<file path="src/rtl/arm_flag_branch_unit.sv">
// Purpose: NZCV flag register fed by the ALU plus a LEGv8 branch evaluator (B.cond, CBZ, CBNZ, B).
// Latency: outcome is registered; it appears on out_* one cycle after the request is accepted.
// Backpressure: single-entry output slot, br_ready = !out_valid || out_ready; flag writes never stall.
//
// Ports:
//   clk, reset                 rising-edge clock, synchronous active-high reset
//   alu_valid/alu_set_flags    a flag write happens when both are high
//   alu_result/zero/overflow/carryout   ALU outputs; alu_result[63] supplies N
//   br_valid/br_ready          branch request handshake
//   br_type/br_cond/br_operand/br_tag   request payload
//   out_valid/out_ready        outcome handshake; out_taken/out_tag are the outcome payload
//   flags                      architectural NZCV (bit3 = N, bit0 = V)
//   br_count/taken_count       wrapping statistics counters
module arm_flag_branch_unit #(
    parameter int TAG_W   = 4,
    parameter bit FORWARD = 1'b1,
    parameter int CNT_W   = 32
) (
    input  logic             clk,
    input  logic             reset,
    input  logic             alu_valid,
    input  logic             alu_set_flags,
    input  logic [63:0]      alu_result,
    input  logic             alu_zero,
    input  logic             alu_overflow,
    input  logic             alu_carryout,
    input  logic             br_valid,
    output logic             br_ready,
    input  logic [1:0]       br_type,
    input  logic [3:0]       br_cond,
    input  logic [63:0]      br_operand,
    input  logic [TAG_W-1:0] br_tag,
    output logic             out_valid,
    input  logic             out_ready,
    output logic             out_taken,
    output logic [TAG_W-1:0] out_tag,
    output logic [3:0]       flags,
    output logic [CNT_W-1:0] br_count,
    output logic [CNT_W-1:0] taken_count
);

    localparam logic [1:0] BT_COND = 2'b00;
    localparam logic [1:0] BT_CBZ  = 2'b01;
    localparam logic [1:0] BT_CBNZ = 2'b10;
    localparam logic [1:0] BT_B    = 2'b11;

    logic       flag_wr;
    logic [3:0] flags_new;
    logic [3:0] eval_flags;
    logic       accept;
    logic       cond_true;
    logic       br_taken;
    logic       f_n, f_z, f_c, f_v;

    // Only the sign bit of the ALU result feeds the flags; the rest is
    // reduced into a deliberately unused net.
    logic unused_result_bits;
    assign unused_result_bits = ^alu_result[62:0];

    assign flag_wr   = alu_valid && alu_set_flags;
    assign flags_new = {alu_result[63], alu_zero, alu_carryout, alu_overflow};

    // With forwarding, a branch accepted alongside a flag write sees the
    // flags that instruction is producing rather than the stale register.
    assign eval_flags = (FORWARD && flag_wr) ? flags_new : flags;
    assign f_n = eval_flags[3];
    assign f_z = eval_flags[2];
    assign f_c = eval_flags[1];
    assign f_v = eval_flags[0];

    assign br_ready = !out_valid || out_ready;
    assign accept   = br_valid && br_ready;

    always_comb begin
        cond_true = 1'b0;
        case (br_cond)
            4'd0:    cond_true = f_z;
            4'd1:    cond_true = !f_z;
            4'd2:    cond_true = f_c;
            4'd3:    cond_true = !f_c;
            4'd4:    cond_true = f_n;
            4'd5:    cond_true = !f_n;
            4'd6:    cond_true = f_v;
            4'd7:    cond_true = !f_v;
            4'd8:    cond_true = f_c && !f_z;
            4'd9:    cond_true = !(f_c && !f_z);
            4'd10:   cond_true = (f_n == f_v);
            4'd11:   cond_true = (f_n != f_v);
            4'd12:   cond_true = !f_z && (f_n == f_v);
            4'd13:   cond_true = !(!f_z && (f_n == f_v));
            default: cond_true = 1'b1;  // AL and NV both execute
        endcase
    end

    // CBZ/CBNZ look only at the register operand, never at the flags.
    always_comb begin
        br_taken = 1'b0;
        case (br_type)
            BT_COND: br_taken = cond_true;
            BT_CBZ:  br_taken = (br_operand == 64'd0);
            BT_CBNZ: br_taken = (br_operand != 64'd0);
            BT_B:    br_taken = 1'b1;
            default: br_taken = 1'b0;
        endcase
    end

    always_ff @(posedge clk) begin
        if (reset) begin
            flags       <= 4'b0000;
            out_valid   <= 1'b0;
            out_taken   <= 1'b0;
            out_tag     <= '0;
            br_count    <= '0;
            taken_count <= '0;
        end else begin
            if (flag_wr) begin
                flags <= flags_new;
            end
            if (accept) begin
                out_valid   <= 1'b1;
                out_taken   <= br_taken;
                out_tag     <= br_tag;
                br_count    <= br_count + CNT_W'(1);
                taken_count <= taken_count + CNT_W'(br_taken);
            end else if (out_ready) begin
                out_valid <= 1'b0;
            end
        end
    end

endmodule

</file>
<file path="config.mk">
export PLATFORM = sky130hd
export DESIGN_NAME = arm_flag_branch_unit
export DESIGN_NICKNAME = d
export VERILOG_FILES = /design/src/rtl/arm_flag_branch_unit.sv
export SDC_FILE = /design/constraint.sdc
export NUM_CORES = 1
export LEC_CHECK = 0
export ABC_AREA = 1
export CAP_MARGIN = 20
export CORE_ASPECT_RATIO = 2
export CORE_UTILIZATION = 40
export DETAILED_ROUTE_END_ITERATION = 8
export PLACE_DENSITY = 0.77
export SYNTH_ARGS = -nofsm -noshare
export SYNTH_HDL_FRONTEND = slang
export SYNTH_SLANG_ARGS = --single-unit
export TNS_END_PERCENT = 5
</file>
<file path="constraint.sdc">
create_clock -name clk -period 3.1 [get_ports clk]
set_input_delay 0.465 -clock clk [delete_from_list [all_inputs] [get_ports clk]]
set_output_delay 0.465 -clock clk [all_outputs]
set_load 0.02 [all_outputs]
</file>
==> results of run 1 <==
-- worst max-delay path by stage --
| stage | endpoint | slack, ns | cells past startpoint |
|---|---|---|---|
| 6_report | taken_count[18] | 0.24 | 23 |
| 5_1_grt | taken_count[10] | 0.002 | 22 |
| 4_1_cts | taken_count[18] | 0.009 | 20 |
| 3_5_place_dp | taken_count[18] | -0.42 | 23 |
| 3_3_place_gp | taken_count[18] | -0.33 | 23 |
| 2_1_floorplan | taken_count[18] | 0.28 | 22 |
-- power by group --
part | switching, W | total, W | leakage [nW] | internal, W
combinational | 0.000142 | 0.000311 | 1.75 | 0.000169
clock | 0.000426 | 0.00105 | 0.145 | 0.000621
sequential | 0.0000137 | 0.000980 | 0.599 | 0.000966
total | 0.000582 | 0.00234 | 2.50 | 0.00176
-- metal layers --
layer | track usage, % | vias up | share of wire [%]
met5 | 0 | - | 0.093
met4 | 13.1 | 2 | 4.1
met3 | 6.55 | 38 | 7.2
met2 | 47.4 | 200 | 52
met1 | 24.9 | 2286 | 36
li1 | - | 2588 | -
-- stage by stage --
| stage | util [%] | instance area [µm²] | cells | setup slack, ns | setup TNS (ns) |
|---|---|---|---|---|---|
| final | 62.7 | 6620 | 1015 | 0.237 | 0 |
| after floorplan | - | 4330 | 692 | 0.280 | 0 |
| after global placement | 59.0 | 6220 | 999 | -0.325 | -4.21 |
| after global routing | 62.7 | 6620 | 1015 | 0.00184 | 0 |
| after detailed placement | 59.0 | 6220 | 999 | -0.416 | -5.51 |
| after CTS | 62.1 | 6540 | 1015 | 0.00857 | 0 |
-- sequential cells by signal, indices dropped and copies added (netlist names) --
name	cells
flags	4
out_valid	1
out_taken	1
taken_count	32
out_tag	4
br_count	32
-- synth_stat cells --
cell / number
sky130_fd_sc_hd__nand2_1: 174
sky130_fd_sc_hd__nor2_1: 137
sky130_fd_sc_hd__dfxtp_1: 74
sky130_fd_sc_hd__inv_1: 73
sky130_fd_sc_hd__nand3_1: 41
sky130_fd_sc_hd__a21oi_1: 36
sky130_fd_sc_hd__nor3_1: 33
sky130_fd_sc_hd__o21ai_0: 25
sky130_fd_sc_hd__nand4_1: 23
sky130_fd_sc_hd__xor2_1: 17
sky130_fd_sc_hd__xnor2_1: 13
sky130_fd_sc_hd__clkbuf_1: 9
sky130_fd_sc_hd__nor3_2: 6
sky130_fd_sc_hd__buf_1: 3
sky130_fd_sc_hd__ha_1: 3
sky130_fd_sc_hd__nand3b_1: 3
sky130_fd_sc_hd__nor3b_1: 3
sky130_fd_sc_hd__a211oi_1: 2
sky130_fd_sc_hd__buf_2: 2
sky130_fd_sc_hd__nand2_2: 2
sky130_fd_sc_hd__nor2_2: 2
sky130_fd_sc_hd__or2_2: 2
sky130_fd_sc_hd__a21boi_0: 1
sky130_fd_sc_hd__a31oi_1: 1
sky130_fd_sc_hd__and3_1: 1
sky130_fd_sc_hd__clkinv_1: 1
sky130_fd_sc_hd__inv_2: 1
sky130_fd_sc_hd__nand2_4: 1
sky130_fd_sc_hd__nand3_2: 1
sky130_fd_sc_hd__nor3_4: 1
sky130_fd_sc_hd__nor4_1: 1
-- tightest hold or removal path: cells and delay by family, from the launching register on --
| kind | cells | cell delay (ns) |
|---|---|---|
| flip-flops | 1 | 0.32 |
| AND/OR/NAND/NOR | 2 | 0.13 |
-- layout make-up --
| cell class | count | area, µm² |
|---|---|---|
| clock buffers | 9 | 225 |
| clock inverters | 7 | 70.1 |
| fillers | 980 | 3930 |
| inverters | 75 | 282 |
| multi-input cells | 529 | 2590 |
| flip-flops and latches | 74 | 1480 |
| well taps | 137 | 171 |
| repair buffers | 184 | 1790 |
-- what timing repair did --
| item | 4_1_cts | 5_1_grt |
|---|---|---|
| setup endpoints to repair | 5 | 18 |
| pin swaps | 2 | 4 |
| cloned | 0 | 0 |
| gates resized for setup | 13 | 22 |
-- cells by family after synthesis --
family                   after synthesis
AO/OA/AOI/OAI                         65
buffers and inverters                 89
AND/OR/NAND/NOR                      431
XOR/XNOR                              30
adder cells (fa/ha/maj)                3
flip-flops                            74
==> tab_implementation.tex, run 1 <==
\begin{tabular}{lr}
\hline
Metric & Value \\
\hline
\multicolumn{2}{l}{\textbf{Die}} \\
\quad Initial Utilization & 41.0\% \\
\quad Std-Cell Core Area & 0.0105 mm² \\
\quad Overall die area & 0.0113 mm² \\
\quad \# rows & 53 \\
\quad Die Wd & 75.5 µm \\
\quad Boundary pin count & 222 \\
\quad Die Span Y & 149 µm \\
\multicolumn{2}{l}{\textbf{Setup path}} \\
\quad Delay contributed by the slowest stage of the critical path & 0.50 ns \\
\quad Classification of the worst setup path & in2reg \\
\quad Gate family responsible for the most delay along the worst path & simple AND/OR/NAND/NOR gates \\
\quad CP max stage cell & sky130\_fd\_sc\_hd\_\_clkdlybuf4s50\_1 \\
\quad R2R setup slack & 0.50 ns \\
\quad Crit path max fanout & 4 \\
\quad Arrival time reported for the critical path endpoint & 3.07 ns \\
\quad Sequence of cells on the critical path & clkdlybuf4s50\_1, nand3\_1, nand2\_2, inv\_1, nand2\_1, nand2\_1, nand2\_1, nand2\_1, inv\_1, nand2\_1, nand2\_1, nand2\_1, nand2\_2, ha\_4, ha\_4, inv\_1, nor3\_2, nand2\_1, nor3\_2, nand2\_1, nor2\_4, nand2\_1, nor3b\_2 \\
\quad Launch point of the critical path & alu\_carryout \\
\quad Count of buffering cells on the critical path with inverters included & 4 \\
\quad Endpoint of the lowest-slack register-to-register path & taken\_count[18] \\
\quad Worst-case reg-to-reg path depth & 23 \\
\quad Worst setup EP type & register \\
\quad CP required & 3.31 ns \\
\quad Source of the worst register-to-register timing path & flags[3] \\
\quad Cell repeated most along the worst path & sky130\_fd\_sc\_hd\_\_nand2\_1 \\
\quad Kind of start point of the critical path & primary input \\
\multicolumn{2}{l}{\textbf{Run}} \\
\quad Maximum capacitance violations & 0 \\
\multicolumn{2}{l}{\textbf{Clock tree}} \\
\quad Maximum level of the CTS H-tree & 3 \\
\quad Master cell of the clock root buffer & sky130\_fd\_sc\_hd\_\_clkbuf\_16 \\
\quad Count of hold buffers inserted by post-cts repair & 0 \\
\quad Clock slew at the register clock pins of the worst setup and hold paths & 0.06 ns \\
\quad Clock net sink count & 74 \\
\quad CTS buffer count & 9 \\
\quad Worst-skew pair later-pin latency & 0.35 ns \\
\quad Post-CTS Repair Setup Buffers & 0 \\
\quad Clock tree from TritonCTS & built \\
\quad Worst-case clock buffer depth & 2 \\
\multicolumn{2}{l}{\textbf{Synth}} \\
\quad Post-synthesis adder-cell area fraction & 0.868\% \\
\quad Area share of the leading cell type in the synthesized netlist & 34.2\% \\
\quad Cell count after synthesis & 692 \\
\quad Dominant combinational cell family by area after synthesis & simple AND/OR/NAND/NOR gates \\
\quad Sequential area share after synthesis & 34.2\% \\
\quad Synth Area in Compound Gates & 7.72\% \\
\quad Register bit total from synthesis & 74 \\
\quad Number of nets produced by synthesis & 842 \\
\quad Synthesized area per cell & 6.25 µm² \\
\quad Distinct cell type count of the synthesized netlist & 31 \\
\quad Synth warnings & 0 \\
\quad Synth Area in XOR/XNOR & 6.07\% \\
\quad Share of synthesized area spent on multiplexers & 0\% \\
\quad Post-synthesis share of cell area spent on and, or, nand and nor gates & 43.3\% \\
\quad Library cell occupying the most area in the post-synthesis netlist & sky130\_fd\_sc\_hd\_\_dfxtp\_1 \\
\quad Synthesized area & 0.00433 mm² \\
\quad Leading post-synthesis cells by cell area & sky130\_fd\_sc\_hd\_\_dfxtp\_1 34\%, sky130\_fd\_sc\_hd\_\_nand2\_1 15\%, sky130\_fd\_sc\_hd\_\_nor2\_1 12\%, sky130\_fd\_sc\_hd\_\_inv\_1 6.3\%, sky130\_fd\_sc\_hd\_\_nand3\_1 4.7\% \\
\multicolumn{2}{l}{\textbf{Route}} \\
\quad Wirelength, routed & 14000 µm \\
\quad Average wire length per cell after detail routing & 13.8 µm \\
\quad Pre-antenna DRT Iters & 5 \\
\quad Number of vias in the routed layout & 5114 \\
\quad Final ANT Viol Nets & 0 \\
\quad Vias per std cell & 5.04 \\
\quad Number of remaining DRC errors & 0 \\
\quad Number of violations reported at the end of detailed-routing iteration 0 & 279 \\
\multicolumn{2}{l}{\textbf{Pwr}} \\
\quad Pwr Density & 353 mW/mm² \\
\quad Total power after layout & 0.00234 W \\
\quad Maximum VDD drop & 0.380 mV \\
\quad Leakage power figure & 2.50 nW \\
\multicolumn{2}{l}{\textbf{Placed design}} \\
\quad Total of buffers placed on input and output ports & 158 \\
\quad Final weighted congestion in routability-driven placement & 0.975 \\
\quad Dpl hpwl & 10800 µm \\
\multicolumn{2}{l}{\textbf{Layout}} \\
\quad Most common cell after layout, fill and taps aside & sky130\_fd\_sc\_hd\_\_nand2\_1 \\
\quad Area grow syn2layout & 52.9\% \\
\quad Commonest non-fill, non-tap cells in the layout & 166 x sky130\_fd\_sc\_hd\_\_nand2\_1, 152 x sky130\_fd\_sc\_hd\_\_clkdlybuf4s50\_1, 129 x sky130\_fd\_sc\_hd\_\_nor2\_1 \\
\quad Diodes inserted & 0 \\
\quad Layout cells sized above 1 & 9.00\% \\
\quad NumNets Final & 1023 \\
\multicolumn{2}{l}{\textbf{Timing}} \\
\quad Final Hold Violating Endpoints & 0 \\
\quad Post-route worst hold slack & 0.483 ns \\
\quad RSZ-0062 raised after global routing & no \\
\quad Max Clock Skew & 0.0105 ns \\
\quad Final critical-path required period & 2.86 ns \\
\quad Relative max-transition margin & 41.4\% \\
\quad Final max-slew violation count & 0 \\
\quad Worst-Margin Slew & 0.878 ns \\
\quad Final number of setup-violating endpoints & 0 \\
\quad Final cycle utilization of the critical path & 92.4\% \\
\quad Top achievable clock speed & 349 MHz \\
\multicolumn{2}{l}{\textbf{GRT}} \\
\quad Antenna violations before repair & 1 \\
\quad Global route total overflow & 0 \\
\quad Maximum number of pins on one net before global-route repair & 49 \\
\quad Global router's overall resource usage & 25.7\% \\
\quad Global-route wire length before repair & 21700 µm \\
\quad Number of global-route vias before repair & 4842 \\
\multicolumn{2}{l}{\textbf{Hold path}} \\
\quad Min-delay worst type & reg2reg \\
\quad Min-Delay Startpoint & out\_tag[1] \\
\quad Hold EP & out\_tag[1] \\
\quad Hold Crit Depth & 2 \\
\multicolumn{2}{l}{\textbf{Outcome}} \\
\quad Outcome & finished, final reports clean \\
\hline
\end{tabular}
Power figures use the tool's default switching activity.
==> run 2: changes to the inputs <==
GPL_TIMING_DRIVEN = 0   (was not set)
==> run 2 against run 1 <==
Against the previous run: first-iteration DRC count decreased by 9.3%; critical endpoint unchanged; clock power about the same; utilization decreased by 1.1 points; final cell count decreased by 1.2%; via count decreased by 0.78%; count of clock-buffer cells in the layout increased by 1; power increased by 0.45%; clock skew decreased by 0.0047 ns; critical path type unchanged; die area unchanged.
==> tab_implementation.tex, run 2 (synthesis results as in run 1) <==
\begin{tabular}{lr}
\hline
Metric & Value \\
\hline
\multicolumn{2}{l}{\textbf{Outcome}} \\
\quad Outcome & finished, final reports clean \\
\multicolumn{2}{l}{\textbf{Timing}} \\
\quad Sum of negative setup slack & 0 ns (unchanged) \\
\quad RSZ-0062 raised after global routing & no \\
\quad Worst-Margin Slew & 0.664 ns (-0.214 ns) \\
\quad Top achievable clock speed & 348 MHz (-0.23\%) \\
\quad Final setup slack of the worst path & 0.231 ns (-0.00651 ns) \\
\quad Relative max-transition margin & 55.4\% (+14 points) \\
\quad Final max-slew violation count & 0 (unchanged) \\
\quad Final number of setup-violating endpoints & 0 (unchanged) \\
\quad Final Hold Violating Endpoints & 0 (unchanged) \\
\quad Final cycle utilization of the critical path & 92.6\% (+0.21 points) \\
\quad Max Clock Skew & 0.00575 ns (-0.00470 ns) \\
\quad Final critical-path required period & 2.87 ns (+0.00651 ns) \\
\quad Post-route worst hold slack & 0.491 ns (+0.00830 ns) \\
\multicolumn{2}{l}{\textbf{Die}} \\
\quad Boundary pin count & 222 (unchanged) \\
\quad \# rows & 53 (unchanged) \\
\quad Initial Utilization & 41.0\% (unchanged) \\
\quad Die Wd & 75.5 µm (unchanged) \\
\quad Die Span Y & 149 µm (unchanged) \\
\quad Overall die area & 0.0113 mm² (unchanged) \\
\quad Std-Cell Core Area & 0.0105 mm² (unchanged) \\
\multicolumn{2}{l}{\textbf{Placed design}} \\
\quad Placement-stage cell area & 0.00606 mm² (-2.6\%) \\
\quad Placed cells & 985 (-1.4\%) \\
\quad Total of buffers placed on input and output ports & 156 (-1.3\%) \\
\quad Final weighted congestion in routability-driven placement & 0.977 (+0.18\%) \\
\quad Worst setup timing slack at the placement stage & -0.584 ns (-0.168 ns) \\
\quad Dpl hpwl & 11500 µm (+6.7\%) \\
\multicolumn{2}{l}{\textbf{Setup path}} \\
\quad Kind of start point of the critical path & primary input \\
\quad Crit path max fanout & 4 (unchanged) \\
\quad Arrival time reported for the critical path endpoint & 3.07 ns (about the same) \\
\quad Endpoint of the most critical setup path & taken\_count[18] \\
\quad Worst-case reg-to-reg path depth & 22 (-4.3\%) \\
\quad Delay contributed by the slowest stage of the critical path & 0.48 ns (-0.02 ns) \\
\quad R2R setup slack & 0.45 ns (-0.05 ns) \\
\quad Count of buffering cells on the critical path with inverters included & 4 (unchanged) \\
\quad Classification of the worst setup path & in2reg \\
\quad Cell repeated most along the worst path & sky130\_fd\_sc\_hd\_\_nand2\_1 \\
\quad Source of the worst register-to-register timing path & flags[3] \\
\quad Sequence of cells on the critical path & clkdlybuf4s50\_1, nand3\_1, nand2\_2, inv\_1, nand2\_1, nand2\_1, nand2\_1, nand2\_1, inv\_1, nand2\_1, nand2\_1, nand2\_1, nand2\_2, ha\_4, ha\_4, inv\_1, nor3\_2, nand2\_2, nor3\_4, nand2\_2, nor2\_4, nand2\_1, nor3b\_1 \\
\quad Launch point of the critical path & alu\_carryout \\
\quad Worst setup EP type & register \\
\quad Endpoint of the lowest-slack register-to-register path & taken\_count[18] \\
\quad Gate family responsible for the most delay along the worst path & simple AND/OR/NAND/NOR gates \\
\quad Path length in cells of the critical path & 23 (unchanged) \\
\quad CP max stage cell & sky130\_fd\_sc\_hd\_\_clkdlybuf4s50\_1 \\
\quad CP required & 3.30 ns (about the same) \\
\multicolumn{2}{l}{\textbf{Pwr}} \\
\quad Leakage power figure & 2.42 nW (-3.3\%) \\
\quad Internal power consumption & 0.00177 W (+0.77\%) \\
\quad Total net switching power & 0.000579 W (-0.52\%) \\
\quad Logic pwr share & 13.0\% (-0.3 points) \\
\quad Pwr Density & 361 mW/mm² (+2.2\%) \\
\quad Reg power frac & 41.8\% (about the same) \\
\quad Maximum VDD drop & 0.268 mV (-29\%) \\
\quad Clock network fraction of total power & 45.3\% (+0.5 points) \\
\quad Switching share of power & 24.7\% (-0.24 points) \\
\multicolumn{2}{l}{\textbf{Layout}} \\
\quad NumNets Final & 1011 (-1.2\%) \\
\quad Diodes inserted & 0 (unchanged) \\
\quad Most common cell after layout, fill and taps aside & sky130\_fd\_sc\_hd\_\_nand2\_1 \\
\quad \# fillers & 983 (+0.31\%) \\
\quad Registers with the most flip-flops & br\_count x32, taken\_count x32 \\
\quad Non-filler instance count after layout & 1003 (-1.2\%) \\
\quad Post-Layout Inst Area & 0.00650 mm² (-1.8\%) \\
\quad Register cell area after layout & 0.00148 mm² (unchanged) \\
\quad Layout cells sized above 1 & 7.39\% (-1.6 points) \\
\quad Total area of multi-input combinational cells & 0.00262 mm² (+0.96\%) \\
\quad Commonest non-fill, non-tap cells in the layout & 164 x sky130\_fd\_sc\_hd\_\_nand2\_1, 152 x sky130\_fd\_sc\_hd\_\_clkdlybuf4s50\_1, 125 x sky130\_fd\_sc\_hd\_\_nor2\_1 \\
\quad Area grow syn2layout & 50.2\% \\
\multicolumn{2}{l}{\textbf{Clock tree}} \\
\quad Count of hold buffers inserted by post-cts repair & 0 (unchanged) \\
\quad Master cell of the clock root buffer & sky130\_fd\_sc\_hd\_\_clkbuf\_16 \\
\quad Worst-case clock buffer depth & 2 (unchanged) \\
\quad Clock net sink count & 74 (unchanged) \\
\quad Worst-skew pair later-pin latency & 0.34 ns (about the same) \\
\quad CTS buffer count & 9 (unchanged) \\
\quad Clock slew at the register clock pins of the worst setup and hold paths & 0.06 ns (about the same) \\
\quad Maximum level of the CTS H-tree & 3 (unchanged) \\
\quad Clock tree from TritonCTS & built \\
\multicolumn{2}{l}{\textbf{Route}} \\
\quad Pre-antenna DRT Iters & 5 (unchanged) \\
\quad Number of vias in the routed layout & 5074 (-0.78\%) \\
\quad Number of violations reported at the end of detailed-routing iteration 0 & 253 (-9.3\%) \\
\quad Final ANT Viol Nets & 0 (unchanged) \\
\quad Wirelength, routed & 14600 µm (+4.4\%) \\
\quad Number of remaining DRC errors & 0 (unchanged) \\
\quad Vias per std cell & 5.06 (+0.40\%) \\
\quad Average wire length per cell after detail routing & 14.6 µm (+5.6\%) \\
\multicolumn{2}{l}{\textbf{GRT}} \\
\quad Global router's overall resource usage & 27.1\% (+1.5 points) \\
\quad Number of global-route vias before repair & 4950 (+2.2\%) \\
\quad Maximum number of pins on one net before global-route repair & 14 (-71\%) \\
\quad Global-route wire length before repair & 22900 µm (+5.4\%) \\
\quad Antenna violations before repair & 1 (unchanged) \\
\quad Global route total overflow & 0 (unchanged) \\
\multicolumn{2}{l}{\textbf{Hold path}} \\
\quad Min-delay worst type & reg2reg \\
\multicolumn{2}{l}{\textbf{Run}} \\
\quad Maximum capacitance violations & 0 (unchanged) \\
\hline
\end{tabular}
run 2: changes by cell type in the layout (fill, tap and decap cells not counted), moves of 3 or more:
cell	change
sky130_fd_sc_hd__nor2_2	+4
sky130_fd_sc_hd__nor2_1	-4
sky130_fd_sc_hd__buf_4	-22
sky130_fd_sc_hd__buf_1	+3
sky130_fd_sc_hd__o21ai_1	-3
sky130_fd_sc_hd__clkbuf_1	+9
run 2: repair_timing:
action                                  in CTS  in global routing
resized for setup                            8                 29
endpoints found under the setup margin       4                 15
buffers inserted                             2                  0
pin swaps                                    1                  8
run 2: layout make-up:
cell class	count	share of cell area, %
multi-input cells	529	40.3
plain buffers	14	0.847
well taps	137	2.64
repair buffers	158	24.4
clock inverters	6	1.00
clock buffers	10	3.68
inverters	75	4.33
flip-flops and latches	74	22.8
run 2: metal layers:
layer  GRT usage [%]  vias to the layer above  part of all wire, %
met1            26.9                     2257                   36
met3            6.22                       36                  7.2
met2            49.9                      211                   53
met4            14.2                        2                  4.2
li1                -                     2568                    -
met5               0                        -                0.089
run 2: worst min-delay path by stage:
| stage | start | end | slack, ns | depth (start not counted) |
|---|---|---|---|---|
| global placement | out_tag[2] | out_tag[2] | 0.46 | 2 |
| global route | out_tag[0] | out_tag[0] | 0.52 | 2 |
| finish | out_tag[2] | out_tag[2] | 0.49 | 2 |
| detailed placement | out_tag[2] | out_tag[2] | 0.48 | 2 |
| CTS | out_tag[2] | out_tag[2] | 0.49 | 2 |
| floorplan | taken_count[8] | taken_count[8] | 0.55 | 1 |
run 2: per-stage QoR:
step,utilization (%),power [W]
global route,61.6,0.00244
finish,61.6,0.00235
detailed placement,57.5,0.00129
floorplan,-,0.00112
CTS,60.7,0.00236
global placement,57.5,0.00129
run 2: power groups by stage:
stage | logic (W) | clock network (W) | registers (W)
floorplan | 0.000103 | 0 | 0.00102
global route | 0.000337 | 0.00112 | 0.000981
finish | 0.000305 | 0.00106 | 0.000981
CTS | 0.000297 | 0.00108 | 0.000979
detailed placement | 0.000294 | 0 | 0.00100
global placement | 0.000291 | 0 | 0.00100
run 2: worst register-to-register path: stages (launching register included):
cell                      delay, ns
sky130_fd_sc_hd__dfxtp_1       0.38
sky130_fd_sc_hd__inv_1         0.05
sky130_fd_sc_hd__nand2_1       0.09
sky130_fd_sc_hd__nand2_2       0.08
sky130_fd_sc_hd__nand2_2       0.08
sky130_fd_sc_hd__nand2_2       0.07
sky130_fd_sc_hd__nand2_1       0.06
sky130_fd_sc_hd__nand2_1       0.06
sky130_fd_sc_hd__nand2_1       0.06
sky130_fd_sc_hd__nand2_1       0.05
sky130_fd_sc_hd__nand2_1       0.06
sky130_fd_sc_hd__nand2_1       0.08
sky130_fd_sc_hd__nand2_2       0.08
sky130_fd_sc_hd__ha_4          0.15
sky130_fd_sc_hd__ha_4          0.14
sky130_fd_sc_hd__inv_1         0.07
sky130_fd_sc_hd__nor3_2        0.22
sky130_fd_sc_hd__nand2_2       0.12
sky130_fd_sc_hd__nor3_4        0.17
sky130_fd_sc_hd__nand2_2       0.09
sky130_fd_sc_hd__nor2_4        0.16
sky130_fd_sc_hd__nand2_1       0.06
sky130_fd_sc_hd__nor3b_1       0.13
==> run 3: changes to the inputs <==
SLEW_MARGIN = 20   (was not set)
==> results of run 3 <==
Final layout, timing and power as in run 2 (identical DEF).
